`src/rtl/dly_tap_cal.sv`:
```
// Delay-chain tap calibrator: launches an edge, samples the thermometer taps 2^AVG_LOG2 times and averages.
// Optional bubble detection on ERR is compiled in with `define DLY_TAP_CAL_BUBBLE_CHK_EN.
module dly_tap_cal #(
  parameter int TAPS     = 16,
  parameter int AVG_LOG2 = 2,
  parameter int CW       = 5
) (
  input  logic            clk_i,
  input  logic            rn_i,
  input  logic            start_i,
  input  logic [TAPS-1:0] tap_in_i,
  output logic            launch_o,
  output logic            busy_o,
  output logic            done_o,
  output logic [CW-1:0]   code_o,
  output logic            err_o
);

  localparam int AW = CW + AVG_LOG2;
  localparam int SW = AVG_LOG2 + 1;
  localparam logic [SW-1:0] NSAMP = SW'(2 ** AVG_LOG2);

  typedef enum logic [2:0] {
    S_IDLE,
    S_LAUNCH,
    S_SAMPLE,
    S_CLR1,
    S_CLR2
  } state_t;

  state_t          state_q, state_d;
  logic [AW-1:0]   acc_q, acc_d;
  logic [SW-1:0]   cnt_q, cnt_d;
  logic [CW-1:0]   code_q, code_d;
  logic            launch_q, launch_d;
  logic            busy_q, busy_d;
  logic            done_q, done_d;
  logic [CW-1:0]   tap_cnt;

  // Index of the lowest zero tap; TAPS when the edge ran through the whole chain.
  function automatic logic [CW-1:0] tap_count(input logic [TAPS-1:0] t);
    logic [CW-1:0] c;
    c = CW'(TAPS);
    for (int i = TAPS - 1; i >= 0; i--) begin
      if (!t[i]) c = CW'(i);
    end
    return c;
  endfunction

`ifdef DLY_TAP_CAL_BUBBLE_CHK_EN
  logic err_q, err_d;

  // A clean sample is exactly c ones from bit 0 upward; anything else is a bubble.
  function automatic logic has_bubble(input logic [TAPS-1:0] t, input logic [CW-1:0] c);
    logic [TAPS-1:0] m;
    for (int i = 0; i < TAPS; i++) begin
      m[i] = (i < int'(c));
    end
    return (t != m);
  endfunction
`endif

  assign tap_cnt = tap_count(tap_in_i);

  always_comb begin
    state_d = state_q;
    acc_d   = acc_q;
    cnt_d   = cnt_q;
    code_d  = code_q;
    busy_d  = busy_q;
    done_d  = 1'b0;
`ifdef DLY_TAP_CAL_BUBBLE_CHK_EN
    err_d   = err_q;
`endif
    case (state_q)
      S_IDLE: begin
        if (start_i) begin
          state_d = S_LAUNCH;
          acc_d   = '0;
          cnt_d   = '0;
          busy_d  = 1'b1;
`ifdef DLY_TAP_CAL_BUBBLE_CHK_EN
          err_d   = 1'b0;
`endif
        end
      end
      S_LAUNCH: state_d = S_SAMPLE;
      S_SAMPLE: begin
        state_d = S_CLR1;
        acc_d   = acc_q + AW'(tap_cnt);
        cnt_d   = cnt_q + SW'(1);
`ifdef DLY_TAP_CAL_BUBBLE_CHK_EN
        if (has_bubble(tap_in_i, tap_cnt)) err_d = 1'b1;
`endif
      end
      S_CLR1: state_d = S_CLR2;
      S_CLR2: begin
        if (cnt_q < NSAMP) begin
          state_d = S_LAUNCH;
        end else begin
          state_d = S_IDLE;
          code_d  = acc_q[AW-1:AVG_LOG2];
          done_d  = 1'b1;
          busy_d  = 1'b0;
        end
      end
      default: state_d = S_IDLE;
    endcase
    launch_d = (state_d == S_LAUNCH) || (state_d == S_SAMPLE);
  end

  always_ff @(posedge clk_i or negedge rn_i) begin
    if (!rn_i) begin
      state_q  <= S_IDLE;
      acc_q    <= '0;
      cnt_q    <= '0;
      code_q   <= '0;
      launch_q <= 1'b0;
      busy_q   <= 1'b0;
      done_q   <= 1'b0;
    end else begin
      state_q  <= state_d;
      acc_q    <= acc_d;
      cnt_q    <= cnt_d;
      code_q   <= code_d;
      launch_q <= launch_d;
      busy_q   <= busy_d;
      done_q   <= done_d;
    end
  end

`ifdef DLY_TAP_CAL_BUBBLE_CHK_EN
  always_ff @(posedge clk_i or negedge rn_i) begin
    if (!rn_i) err_q <= 1'b0;
    else       err_q <= err_d;
  end
  assign err_o = err_q;
`else
  assign err_o = 1'b0;
`endif

  assign launch_o = launch_q;
  assign busy_o   = busy_q;
  assign done_o   = done_q;
  assign code_o   = code_q;

endmodule

```
`config.mk`:
```
export PLATFORM = sky130hd
export DESIGN_NAME = dly_tap_cal
export DESIGN_NICKNAME = d
export VERILOG_FILES = /design/src/rtl/dly_tap_cal.sv
export SDC_FILE = /design/constraint.sdc
export NUM_CORES = 1
export LEC_CHECK = 0
export ABC_AREA = 1
export BUFFER_PORTS_ARGS = -buffer_cell sky130_fd_sc_hd__clkbuf_2
export CAP_MARGIN = 40
export CORE_UTILIZATION = 25
export CTS_CLUSTER_SIZE = 10
export DETAILED_ROUTE_END_ITERATION = 8
export PLACE_DENSITY = 0.44
export SKIP_LAST_GASP = 1
export SLEW_MARGIN = 30
export SYNTH_ARGS = -nofsm -noshare
export SYNTH_HDL_FRONTEND = slang
export SYNTH_SLANG_ARGS = --single-unit
```
`constraint.sdc`:
```
create_clock -name clk_i -period 1.8 [get_ports clk_i]
set_input_delay 0.54 -clock clk_i [delete_from_list [all_inputs] [get_ports clk_i]]
set_output_delay 0.54 -clock clk_i [all_outputs]
set_load 0.05 [all_outputs]
```
==> results of run 1 <==
critical path, cell delays in order:
cell and delay, ns:
sky130_fd_sc_hd__clkbuf_16 0.13, sky130_fd_sc_hd__clkinv_8 0.03, sky130_fd_sc_hd__nand2_2 0.03, sky130_fd_sc_hd__nand2_1 0.04, sky130_fd_sc_hd__nand2_1 0.04, sky130_fd_sc_hd__nand2_1 0.05, sky130_fd_sc_hd__nand2_1 0.04, sky130_fd_sc_hd__nand2_1 0.05
sky130_fd_sc_hd__nand2_1 0.04, sky130_fd_sc_hd__nand2_1 0.05, sky130_fd_sc_hd__nand2_1 0.04, sky130_fd_sc_hd__nand2_1 0.05, sky130_fd_sc_hd__nand2_1 0.04, sky130_fd_sc_hd__nand2_1 0.05, sky130_fd_sc_hd__nand2_1 0.06, sky130_fd_sc_hd__a21oi_2 0.13
sky130_fd_sc_hd__ha_2 0.20, sky130_fd_sc_hd__inv_2 0.04, sky130_fd_sc_hd__fa_2 0.36, sky130_fd_sc_hd__nor2_2 0.13, sky130_fd_sc_hd__o21ai_1 0.06, sky130_fd_sc_hd__nand2_1 0.09, sky130_fd_sc_hd__nand2_1 0.07, sky130_fd_sc_hd__nand2_1 0.07
sky130_fd_sc_hd__nand3_2 0.07, sky130_fd_sc_hd__o21ai_1 0.13, sky130_fd_sc_hd__inv_1 0.05
cell families (layout without fill, tap and decap cells):
logic type	count (synthesis)	in the layout	synth area share [%]
AOI/OAI and AO/OA	28	28	15.6
xor gates and xnor gates	1	1	0.720
adders and majority gates	7	7	7.81
buffers and inverters	30	76	10.2
DFF	21	21	43.2
other	1	1	0.308
and+or+nand+nor	61	61	22.2
registers in the layout, summed over array words and instances, names as in the netlist:
register / flops
busy_o: 1
state_q: 3
acc_q: 7
done_o: 1
launch_o: 1
code_o: 5
cnt_q: 3
layout by cell type (no fill, tap or decap), types with 2 or more instances in the layout:
cell                       count
sky130_fd_sc_hd__nand2_1      34
sky130_fd_sc_hd__clkbuf_8      3
sky130_fd_sc_hd__nand4_1       2
sky130_fd_sc_hd__ha_1          5
sky130_fd_sc_hd__buf_4        18
sky130_fd_sc_hd__inv_1        20
sky130_fd_sc_hd__inv_2         7
sky130_fd_sc_hd__nor2_1       10
sky130_fd_sc_hd__a22o_1        2
sky130_fd_sc_hd__nor2_2        4
sky130_fd_sc_hd__clkbuf_2     25
sky130_fd_sc_hd__o22ai_1       3
sky130_fd_sc_hd__nand3_1       4
sky130_fd_sc_hd__a21oi_2       3
sky130_fd_sc_hd__o21ai_1       4
sky130_fd_sc_hd__o21ai_0       4
sky130_fd_sc_hd__dfrtp_1      21
sky130_fd_sc_hd__o21ai_2       5
sky130_fd_sc_hd__nand2_2       2
timing repair:
item	CTS	global route
setup buffers	2	0
setup endpoints to repair	7	7
hold endpoints to repair	0	0
pin swaps	9	3
gates resized for setup	8	4
per-layer routing:
metal | routed length (um) | track usage, %
met2 | 1400 | 20.3
met5 | 0 | 0
met1 | 1120 | 12.5
met3 | 56 | 2.95
met4 | 22 | 3.27
stage by stage:
step / setup slack (ns) / hold WS (ns) / util (%)
after CTS: -0.729 / 0.253 / 35.1
after detailed placement: -1.07 / 0.468 / 32.8
final: -0.719 / 0.238 / 35.4
after global placement: -1.05 / 0.457 / 32.8
after global routing: -0.935 / 0.270 / 35.4
after floorplan: -0.677 / 0.244 / -
layout make-up:
class | count | area share (%)
repair buffers | 44 | 17.2
well taps | 54 | 4.07
inverters | 28 | 7.08
flip-flops and latches | 21 | 31.6
clock buffers | 3 | 2.48
clock inverters | 1 | 0.301
multi-input cells | 98 | 37.3
path summary, 6_finish.rpt:
| kind | startpoint | end | slack (ns) |
|---|---|---|---|
| setup reg to reg | acc_q[2]$_DFFE_PN0P_ | acc_q[5]$_DFFE_PN0P_ | 0.01 |
| min in group clk_i | busy_o$_DFFE_PN0P_ | busy_o$_DFFE_PN0P_ | 0.48 |
| hold reg to reg | busy_o$_DFFE_PN0P_ | busy_o$_DFFE_PN0P_ | 0.48 |
| max in group asynchronous | rn_i | state_q[0]$_DFF_PN0_ | 1.19 |
| hold / removal | rn_i | acc_q[2]$_DFFE_PN0P_ | 0.24 |
| setup / recovery | tap_in_i[15] | acc_q[6]$_DFFE_PN0P_ | -0.72 |
report_power, final:
part / internal, mW / switching [mW]
logic: 0.302 / 0.559
clock network: 0.154 / 0.159
registers: 0.606 / 0.0911
==> impl_metrics.toml, run 1 <==
[cells_and_area]
area_of_combinational_cells_with_multiple_inputs_sq_um = 619
num-fill-cells = 486
syn2layout_area_growth_pct = 36.5
post_route_cells_drive_above_1_share_pct = 40.5
finalNonFillerCells = 249
nets = 222
layout.area.seq_sq_um = 526
antenna_cell_count = 0
post-route-cell-area_sq_um = 1660

[timing]
report.final.hold_viol_count = 0
rsz0062_at_grt = "yes"
final-setup-viol-count = 6
final_max_slew_viol_count = 0
period_share_pct = 140
tns_ns = -2.56
fin_worst_skew_ns = 0.0102
final.min_clock_period_ns = 2.52
timing.final.ws_setup_ns = -0.719
max-slew-margin-rel_pct = 64.1
tightestPinTransition_ns = 0.538
timing.fmax_mhz = 397

[floorplanning]
die_width_um = 71.8
die_h_um = 71.8
placeableCoreArea_sq_um = 4690
rows = 25
die_area_sq_um = 5150
initial_utilization_pct = 25.9
boundaryPins = 28

[place]
placed_cells = 243
dpl.hpwl_mm = 1.96
dpl_cell_area_sq_um = 1540
port_buffers = 26
gpl.final_weighted_congestion = 0.812

[worst_hold_path]
hold_path_class = "in -> async"

[pwr]
power-per-cell-area_nw_per_um2 = 1130
max-vdd-ir-drop_mv = 0.647
totalPowerFinal_mw = 1.87
power_leakage_nw = 0.855

[yosys]
yosys_warnings = 0
postSynth.asyncResetShare_pct = 100
yosys_register_bits = 21
synthTopCellsByArea = "sky130_fd_sc_hd__dfrtp_1, sky130_fd_sc_hd__nand2_1, sky130_fd_sc_hd__inv_1"
syn-instance-count = 149
synth_top_area_cell = "sky130_fd_sc_hd__dfrtp_1"
synth.yosys.seq_area_share_pct = 43.2
library_cells_used_by_synthesis = 29
yosysMostFrequentCell = "sky130_fd_sc_hd__nand2_1"
mappedNetlistNets = 175
netlist_area_sq_um = 1220
synthDominantCellAreaShare_pct = 43.2
netlist_top_cells_count = "sky130_fd_sc_hd__nand2_1, sky130_fd_sc_hd__inv_1, sky130_fd_sc_hd__dfrtp_1"
yosys_most_used_dff = "sky130_fd_sc_hd__dfrtp_1"
number_of_enable_type_register_cells_in_the_synthesized_netlist = 0
postSynthAreaPerCell_sq_um = 8.17

[clock_tree]
cts_max_path_buffers = 2
cts_htree_levels = 1
clock_sinks = 21
clk_transition_reported_paths_ns = 0.08
cts_made_buffers = 3
clock_tree_from_tritoncts = "built"
clock_insertion_delay_worst_skew_ns = 0.27
cts_hold_repair.buffers = 0
clk_root_buffer_cell = "sky130_fd_sc_hd__clkbuf_8"

[routing]
drcViolationCount = 0
routedWlPerCell_um = 10.4
drt_first_iter_violations = 24
antenna_violating_nets_post_route = 0
vias = 1082
viasPerCell = 4.35
drt_first_pass_iters = 4
route.final.wire_length_mm = 2.60

[outcome]
run_status = "finished with violations"
violations_in_the_final_reports = "negative setup slack"

[global_route]
global_route.overflow_total = 0
grt_pass1_wl_mm = 4.49
number_of_antenna_violations_at_the_first_check_in_global_routing = 0
grt_start_max_net_pins = 22
first_global_vias = 1048
overall_track_demand_over_capacity_in_global_routing_pct = 11.1

[job]
drv_cap = 0

[setup_path]
critical_path_class = "in -> reg"
crit_path_start_kind = "primary input"
reg2regPathDepth = 7
worstPathArrival_ns = 2.68
critical_path.max_fanout = 2
cp.required_ns = 1.96
crit_path_end_kind = "flop"
(Power assumes the default switching activity.)
==> run 2: changes to the inputs <==
--- a/config.mk
+++ b/config.mk
@@ -12,7 +12,6 @@
 export CTS_CLUSTER_SIZE = 10
 export DETAILED_ROUTE_END_ITERATION = 8
 export PLACE_DENSITY = 0.44
-export SKIP_LAST_GASP = 1
 export SLEW_MARGIN = 30
 export SYNTH_ARGS = -nofsm -noshare
 export SYNTH_HDL_FRONTEND = slang
==> run 2 against run 1 <==
Effect of this change:
- the flow still finishes with violations (negative setup slack)
- register-to-register slack gained 0.08 ns
- via count grew 0.18%
- utilization grew 0.080 points
- sequential share of layout area shrank 0.071 points
- critical path type unchanged
- critical endpoint unchanged
- largest cell class unchanged
- largest power group unchanged
==> impl_metrics.toml, run 2 (synthesized netlist as in run 1, its figures left out) <==
[pwr]
power-per-cell-area_nw_per_um2 = 1130
power.internal_mw = 1.06
pwr-share-seq_pct = 37.2
power_leakage_nw = 0.856
totalPowerFinal_mw = 1.87
max-vdd-ir-drop_mv = 0.645
combinational_share_of_power_pct = 46.1
netSwitchingFraction_pct = 43.3
p_switching_mw = 0.811
clkPwrFrac_pct = 16.7

[routing]
drt_first_iter_violations = 25
drcViolationCount = 0
vias = 1084
route.final.wire_length_mm = 2.60
drt_first_pass_iters = 4
antenna_violating_nets_post_route = 0
viasPerCell = 4.35
routedWlPerCell_um = 10.4

[timing]
max-slew-margin-rel_pct = 64.0
final_max_slew_viol_count = 0
period_share_pct = 140
final.min_clock_period_ns = 2.51
rsz0062_at_grt = "yes"
timing.fmax_mhz = 398
fin_worst_skew_ns = 0.0103
report.final.hold_viol_count = 0
tightestPinTransition_ns = 0.539
final-setup-viol-count = 6
timing.final.ws_setup_ns = -0.714
tns_ns = -2.50

[clock_tree]
cts_hold_repair.buffers = 0
cts_made_buffers = 3
cts_max_path_buffers = 2
clock_tree_from_tritoncts = "built"
clock_sinks = 21
clock_insertion_delay_worst_skew_ns = 0.27
cts_htree_levels = 1
clk_transition_reported_paths_ns = 0.08
clk_root_buffer_cell = "sky130_fd_sc_hd__clkbuf_8"

[floorplanning]
initial_utilization_pct = 25.9
die_area_sq_um = 5150
die_width_um = 71.8
placeableCoreArea_sq_um = 4690
die_h_um = 71.8
boundaryPins = 28
rows = 25

[global_route]
overall_track_demand_over_capacity_in_global_routing_pct = 11.1
grt_pass1_wl_mm = 4.49
number_of_antenna_violations_at_the_first_check_in_global_routing = 0
grt_start_max_net_pins = 22
first_global_vias = 1048
global_route.overflow_total = 0

[cells_and_area]
num-fill-cells = 485
final_util_pct = 35.5
antenna_cell_count = 0
syn2layout_area_growth_pct = 36.8
regMostFlops = "acc_q"
nets = 222
commonest_cells_after_routing_fill_and_taps_aside = "sky130_fd_sc_hd__nand2_1, sky130_fd_sc_hd__clkbuf_2, sky130_fd_sc_hd__dfrtp_1"
largest_register_ffs = 7
commonest_non_fill_non_tap_cell_in_the_layout = "sky130_fd_sc_hd__nand2_1"
post_route_cells_drive_above_1_share_pct = 41.0

[worst_hold_path]
hold_path_class = "in -> async"

[setup_path]
path_buf_inv = 4
critical_path.max_stage_delay_ns = 0.36
critical_path.max_fanout = 2
crit_path_top_delay_cell = "sky130_fd_sc_hd__fa_2"
crit_top_cell = "sky130_fd_sc_hd__nand2_1"
crit_path_end_kind = "flop"
reg2regPathDepth = 11
r2r_startpoint = "acc_q[0]$_DFFE_PN0P_"
cp.required_ns = 1.96
r2r_end = "acc_q[6]$_DFFE_PN0P_"
reg2reg_setup_slack_ns = 0.09
worstPathArrival_ns = 2.68
crit_path_start_kind = "primary input"
crit_family = "simple AND/OR/NAND/NOR gates"
critical_path_class = "in -> reg"

[outcome]
run_status = "finished with violations"
violations_in_the_final_reports = "negative setup slack"

[place]
gpl.final_weighted_congestion = 0.812
port_buffers = 26
dpl.hpwl_mm = 1.96
worst_case_setup_slack_after_placement_ns = -1.07

[job]
drv_cap = 0
-- run 2: changes by cell type in the layout (fill, tap and decap cells not counted) --
cell,before,now
sky130_fd_sc_hd__a21oi_1,1,0
sky130_fd_sc_hd__a21oi_2,3,4
-- run 2: worst max path at each step --
stage,from,endpoint,cells past startpoint
after detailed placement,tap_in_i[15],acc_q[6]$_DFFE_PN0P_,27
after global routing,tap_in_i[15],acc_q[6]$_DFFE_PN0P_,28
after CTS,tap_in_i[15],acc_q[6]$_DFFE_PN0P_,27
after floorplan,tap_in_i[15],acc_q[6]$_DFFE_PN0P_,26
final,tap_in_i[15],acc_q[6]$_DFFE_PN0P_,27
after global placement,tap_in_i[15],acc_q[6]$_DFFE_PN0P_,27
-- run 2: per-stage QoR --
step                instance area, sq um  hold WS (ns)  cells
global route                        1670         0.270    249
floorplan                           1240         0.244    149
CTS                                 1650         0.253    249
detailed placement                  1540         0.468    243
global placement                    1540         0.457    243
finish                              1670         0.239    249
-- run 2: cell type report --
class	count	area (sq um)	share of cell area, %
Tap cell	54	67.6	4.06
Multi-Input combinational cell	98	623	37.4
Inverter	28	118	7.06
Timing Repair Buffer	44	285	17.1
Sequential cell	21	526	31.6
Clock inverter	1	5.00	0.301
Clock buffer	3	41.3	2.48
-- run 2: repair_timing --
item,in CTS,in global routing
pin swaps,9,3
buffers inserted,2,0
gates resized for setup,8,5
hold endpoints to repair,0,0
endpoints found under the setup margin,7,7
-- run 2: routing by layer --
layer  routed length [um]  share of wire (%)  global-route usage, %
met1                 1100                 42                   12.5
met4                   22               0.85                   3.27
met5                    0                  0                      0
met2                 1410                 54                   20.3
met3                   66                2.5                   2.95
-- run 2: power by group through the flow --
stage	sequential [mW]	clock, mW	combinational (mW)
2_1_floorplan	0.811	0	0.484
3_3_place_gp	0.701	0	0.806
3_5_place_dp	0.708	0	0.814
4_1_cts	0.698	0.331	0.858
5_1_grt	0.719	0.349	0.953
6_report	0.697	0.313	0.864
==> run 3: changes to the inputs <==
--- a/config.mk
+++ b/config.mk
@@ -5,7 +5,7 @@
 export SDC_FILE = /design/constraint.sdc
 export NUM_CORES = 1
 export LEC_CHECK = 0
-export ABC_AREA = 1
+export ABC_AREA = 0
 export BUFFER_PORTS_ARGS = -buffer_cell sky130_fd_sc_hd__clkbuf_2
 export CAP_MARGIN = 40
 export CORE_UTILIZATION = 25
==> run 3 against run 2 <==
Effect of this change:
- the flow still finishes with violations (negative setup slack)
- combinational power decreased by 14%
- register-to-register slack better by 0.09 ns
- via count is 5.8% lower
- clock skew is 0.0086 ns lower
- wire length is 1.7% higher
- worst hold slack about the same
- power is 4.9% lower
- largest cell class unchanged
==> impl_metrics.toml, run 3 <==
[yosys]
largest_family_of_logic_cells_by_synthesized_area = "simple AND/OR/NAND/NOR gates"
synthTopCellsByArea = "sky130_fd_sc_hd__dfrtp_1, sky130_fd_sc_hd__ha_1, sky130_fd_sc_hd__mux2_2"
netlist_area_sq_um = 1210
synth.yosys.seq_area_share_pct = 43.4
synth-simple-area-share_pct = 20.8
synth-compound-area-share_pct = 16.2
muxShareOfSynthArea_pct = 6.31
syn-instance-count = 126
yosys_register_bits = 21
postSynth.asyncResetShare_pct = 100
adder_cell_share_of_the_synthesized_area_pct = 7.86
netlist_top_cells_count = "sky130_fd_sc_hd__dfrtp_1, sky130_fd_sc_hd__nand2_1, sky130_fd_sc_hd__nor2_1"
yosys_most_used_dff = "sky130_fd_sc_hd__dfrtp_1"
mappedNetlistNets = 152
yosysMostFrequentCell = "sky130_fd_sc_hd__dfrtp_1"
synthXorXnorAreaFrac_pct = 0.724
postSynthAreaPerCell_sq_um = 9.60
number_of_enable_type_register_cells_in_the_synthesized_netlist = 0
synth_top_area_cell = "sky130_fd_sc_hd__dfrtp_1"
synthDominantCellAreaShare_pct = 43.4
library_cells_used_by_synthesis = 36
yosys_warnings = 0

[global_route]
grt_start_max_net_pins = 22
number_of_antenna_violations_at_the_first_check_in_global_routing = 0
first_global_vias = 1016
overall_track_demand_over_capacity_in_global_routing_pct = 11.4
grt_pass1_wl_mm = 4.55
global_route.overflow_total = 0

[routing]
antenna_violating_nets_post_route = 0
routedWlPerCell_um = 12.1
vias = 1021
drt_first_iter_violations = 31
viasPerCell = 4.66
drcViolationCount = 0
drt_first_pass_iters = 4
route.final.wire_length_mm = 2.64

[cells_and_area]
nets = 194
post_route_cells_drive_above_1_share_pct = 36.5
antenna_cell_count = 0
commonest_non_fill_non_tap_cell_in_the_layout = "sky130_fd_sc_hd__clkbuf_2"
syn2layout_area_growth_pct = 30.2
finalNonFillerCells = 219
largest_register_ffs = 7
regMostFlops = "acc_q"
commonest_cells_after_routing_fill_and_taps_aside = "sky130_fd_sc_hd__clkbuf_2, sky130_fd_sc_hd__dfrtp_1, sky130_fd_sc_hd__nand2_1, sky130_fd_sc_hd__buf_4, sky130_fd_sc_hd__nor2_1"

[place]
gpl.final_weighted_congestion = 0.855
port_buffers = 26
placed_cells = 213
dpl.hpwl_mm = 2.07
worst_case_setup_slack_after_placement_ns = -0.695

[clock_tree]
clock_sinks = 21
clk_transition_reported_paths_ns = 0.07
clock_tree_from_tritoncts = "built"
cts_max_path_buffers = 2
clk_root_buffer_cell = "sky130_fd_sc_hd__clkbuf_8"
cts_htree_levels = 1
clock_insertion_delay_worst_skew_ns = 0.26
cts_made_buffers = 3

[timing]
final.min_clock_period_ns = 2.22
final-setup-viol-count = 6
tightestPinTransition_ns = 0.516
report.final.hold_viol_count = 0
timing.fmax_mhz = 450
max-slew-margin-rel_pct = 65.6
rsz0062_at_grt = "yes"
hold_ws_ns = 0.239
tns_ns = -1.58
final_max_slew_viol_count = 0
fin_worst_skew_ns = 0.00175
timing.final.ws_setup_ns = -0.421
period_share_pct = 123

[setup_path]
critical_path_class = "in -> reg"
crit_path_start_kind = "primary input"
cp.required_ns = 1.94
crit_top_cell = "sky130_fd_sc_hd__nand2b_4"
critical_path.max_fanout = 3
crit_path_top_delay_cell = "sky130_fd_sc_hd__fa_2"
crit_path_end_kind = "flop"
worstPathArrival_ns = 2.36
list_of_cells_traversed_by_the_critical_path = "buf_6 > nand2b_4 > nand3_2 > a31oi_1 > o31ai_1 > ha_2 > inv_2 > fa_2 > nand2b_4 > a21oi_4 > o211ai_1 > mux2i_1"
critical_path.max_stage_delay_ns = 0.33

[pwr]
max-vdd-ir-drop_mv = 0.426
power-per-cell-area_nw_per_um2 = 1130
totalPowerFinal_mw = 1.78
power_leakage_nw = 0.771

[floorplanning]
placeableCoreArea_sq_um = 4500
die_width_um = 71.6
die_h_um = 71.6
rows = 24
die_area_sq_um = 5120
initial_utilization_pct = 26.9
boundaryPins = 28

[job]
drv_cap = 0

[outcome]
violations_in_the_final_reports = "negative setup slack"
run_status = "finished with violations"

[worst_hold_path]
hold_path_class = "in -> async"
==> run 3: cell types whose count changed after synthesis, moves of 5 or more <==
cell | before | now
sky130_fd_sc_hd__nand2_1 | 35 | 15
sky130_fd_sc_hd__o21ai_2 | 5 | 0
sky130_fd_sc_hd__mux2_2 | 0 | 5
sky130_fd_sc_hd__nand2b_1 | 0 | 5
sky130_fd_sc_hd__inv_2 | 6 | 0
sky130_fd_sc_hd__inv_1 | 22 | 5
==> run 3: power breakdown <==
part	internal (mW)	total, mW	leakage (nW)	switching, mW
sequential	0.603	0.732	0.276	0.129
clock	0.158	0.306	0.0228	0.149
combinational	0.309	0.745	0.472	0.436
==> run 3: cell type report <==
class,instances,area [sq um]
timing repair buffer,41,249
multi-input combinational,96,672
inverter,5,18.8
fill,469,2930
clock buffer,4,45.0
tap,52,65.1
sequential,21,526
==> run 3: cells by family after synthesis <==
| group | after synthesis |
|---|---|
| other cells | 1 |
| fa+ha+maj | 7 |
| flops | 21 |
| buf+inv | 9 |
| compound gates | 31 |
| xor+xnor | 1 |
| mux | 7 |
| simple gates | 49 |
==> run 3: metrics by stage <==
| stage | utilization [%] | cell area, sq um |
|---|---|---|
| floorplan | - | 1240 |
| global placement | 33.3 | 1500 |
| detailed placement | 33.3 | 1500 |
| CTS | 34.5 | 1550 |
| global route | 35.0 | 1580 |
| finish | 35.0 | 1580 |
==> run 3: metal layers <==
| metal | GRT usage [%] | vias up | routed length [um] |
|---|---|---|---|
| met1 | 14.9 | 464 | 1250 |
| met5 | 0 | - | 0 |
| met3 | 1.69 | 4 | 100 |
| li1 | - | 527 | - |
| met2 | 18.9 | 26 | 1250 |
| met4 | 4.58 | 0 | 45 |
==> run 3: path summary, 6_finish.rpt <==
| path | startpoint | endpoint | slack [ns] | cells past startpoint |
|---|---|---|---|---|
| max | tap_in_i[15] | acc_q[6]$_DFFE_PN0P_ | -0.42 | 12 |
| min | rn_i | launch_o$_DFF_PN0_ | 0.24 | 1 |
| max reg2reg | state_q[2]$_DFF_PN0_ | acc_q[2]$_DFFE_PN0P_ | 0.18 | 3 |
| min reg2reg | acc_q[6]$_DFFE_PN0P_ | acc_q[6]$_DFFE_PN0P_ | 0.48 | 1 |
| max in group asynchronous | rn_i | code_o[0]$_DFFE_PN0P_ | 1.21 | 1 |
| min in group clk_i | acc_q[6]$_DFFE_PN0P_ | acc_q[6]$_DFFE_PN0P_ | 0.48 | 1 |
==> run 3: critical path, delay by kind of cell <==
| family | cells | cell delay, ns |
|---|---|---|
| and+or+nand+nor | 3 | 0.35 |
| buffers and inverters | 2 | 0.13 |
| adders and majority gates | 2 | 0.57 |
| muxes | 1 | 0.15 |
| AOI/OAI and AO/OA | 4 | 0.61 |
==> run 3: repair_timing <==
action	CTS	global route
hold buffers	0	0
pin swaps	4	7
endpoints found under the setup margin	6	6
gates resized for setup	0	3
setup buffers	1	1
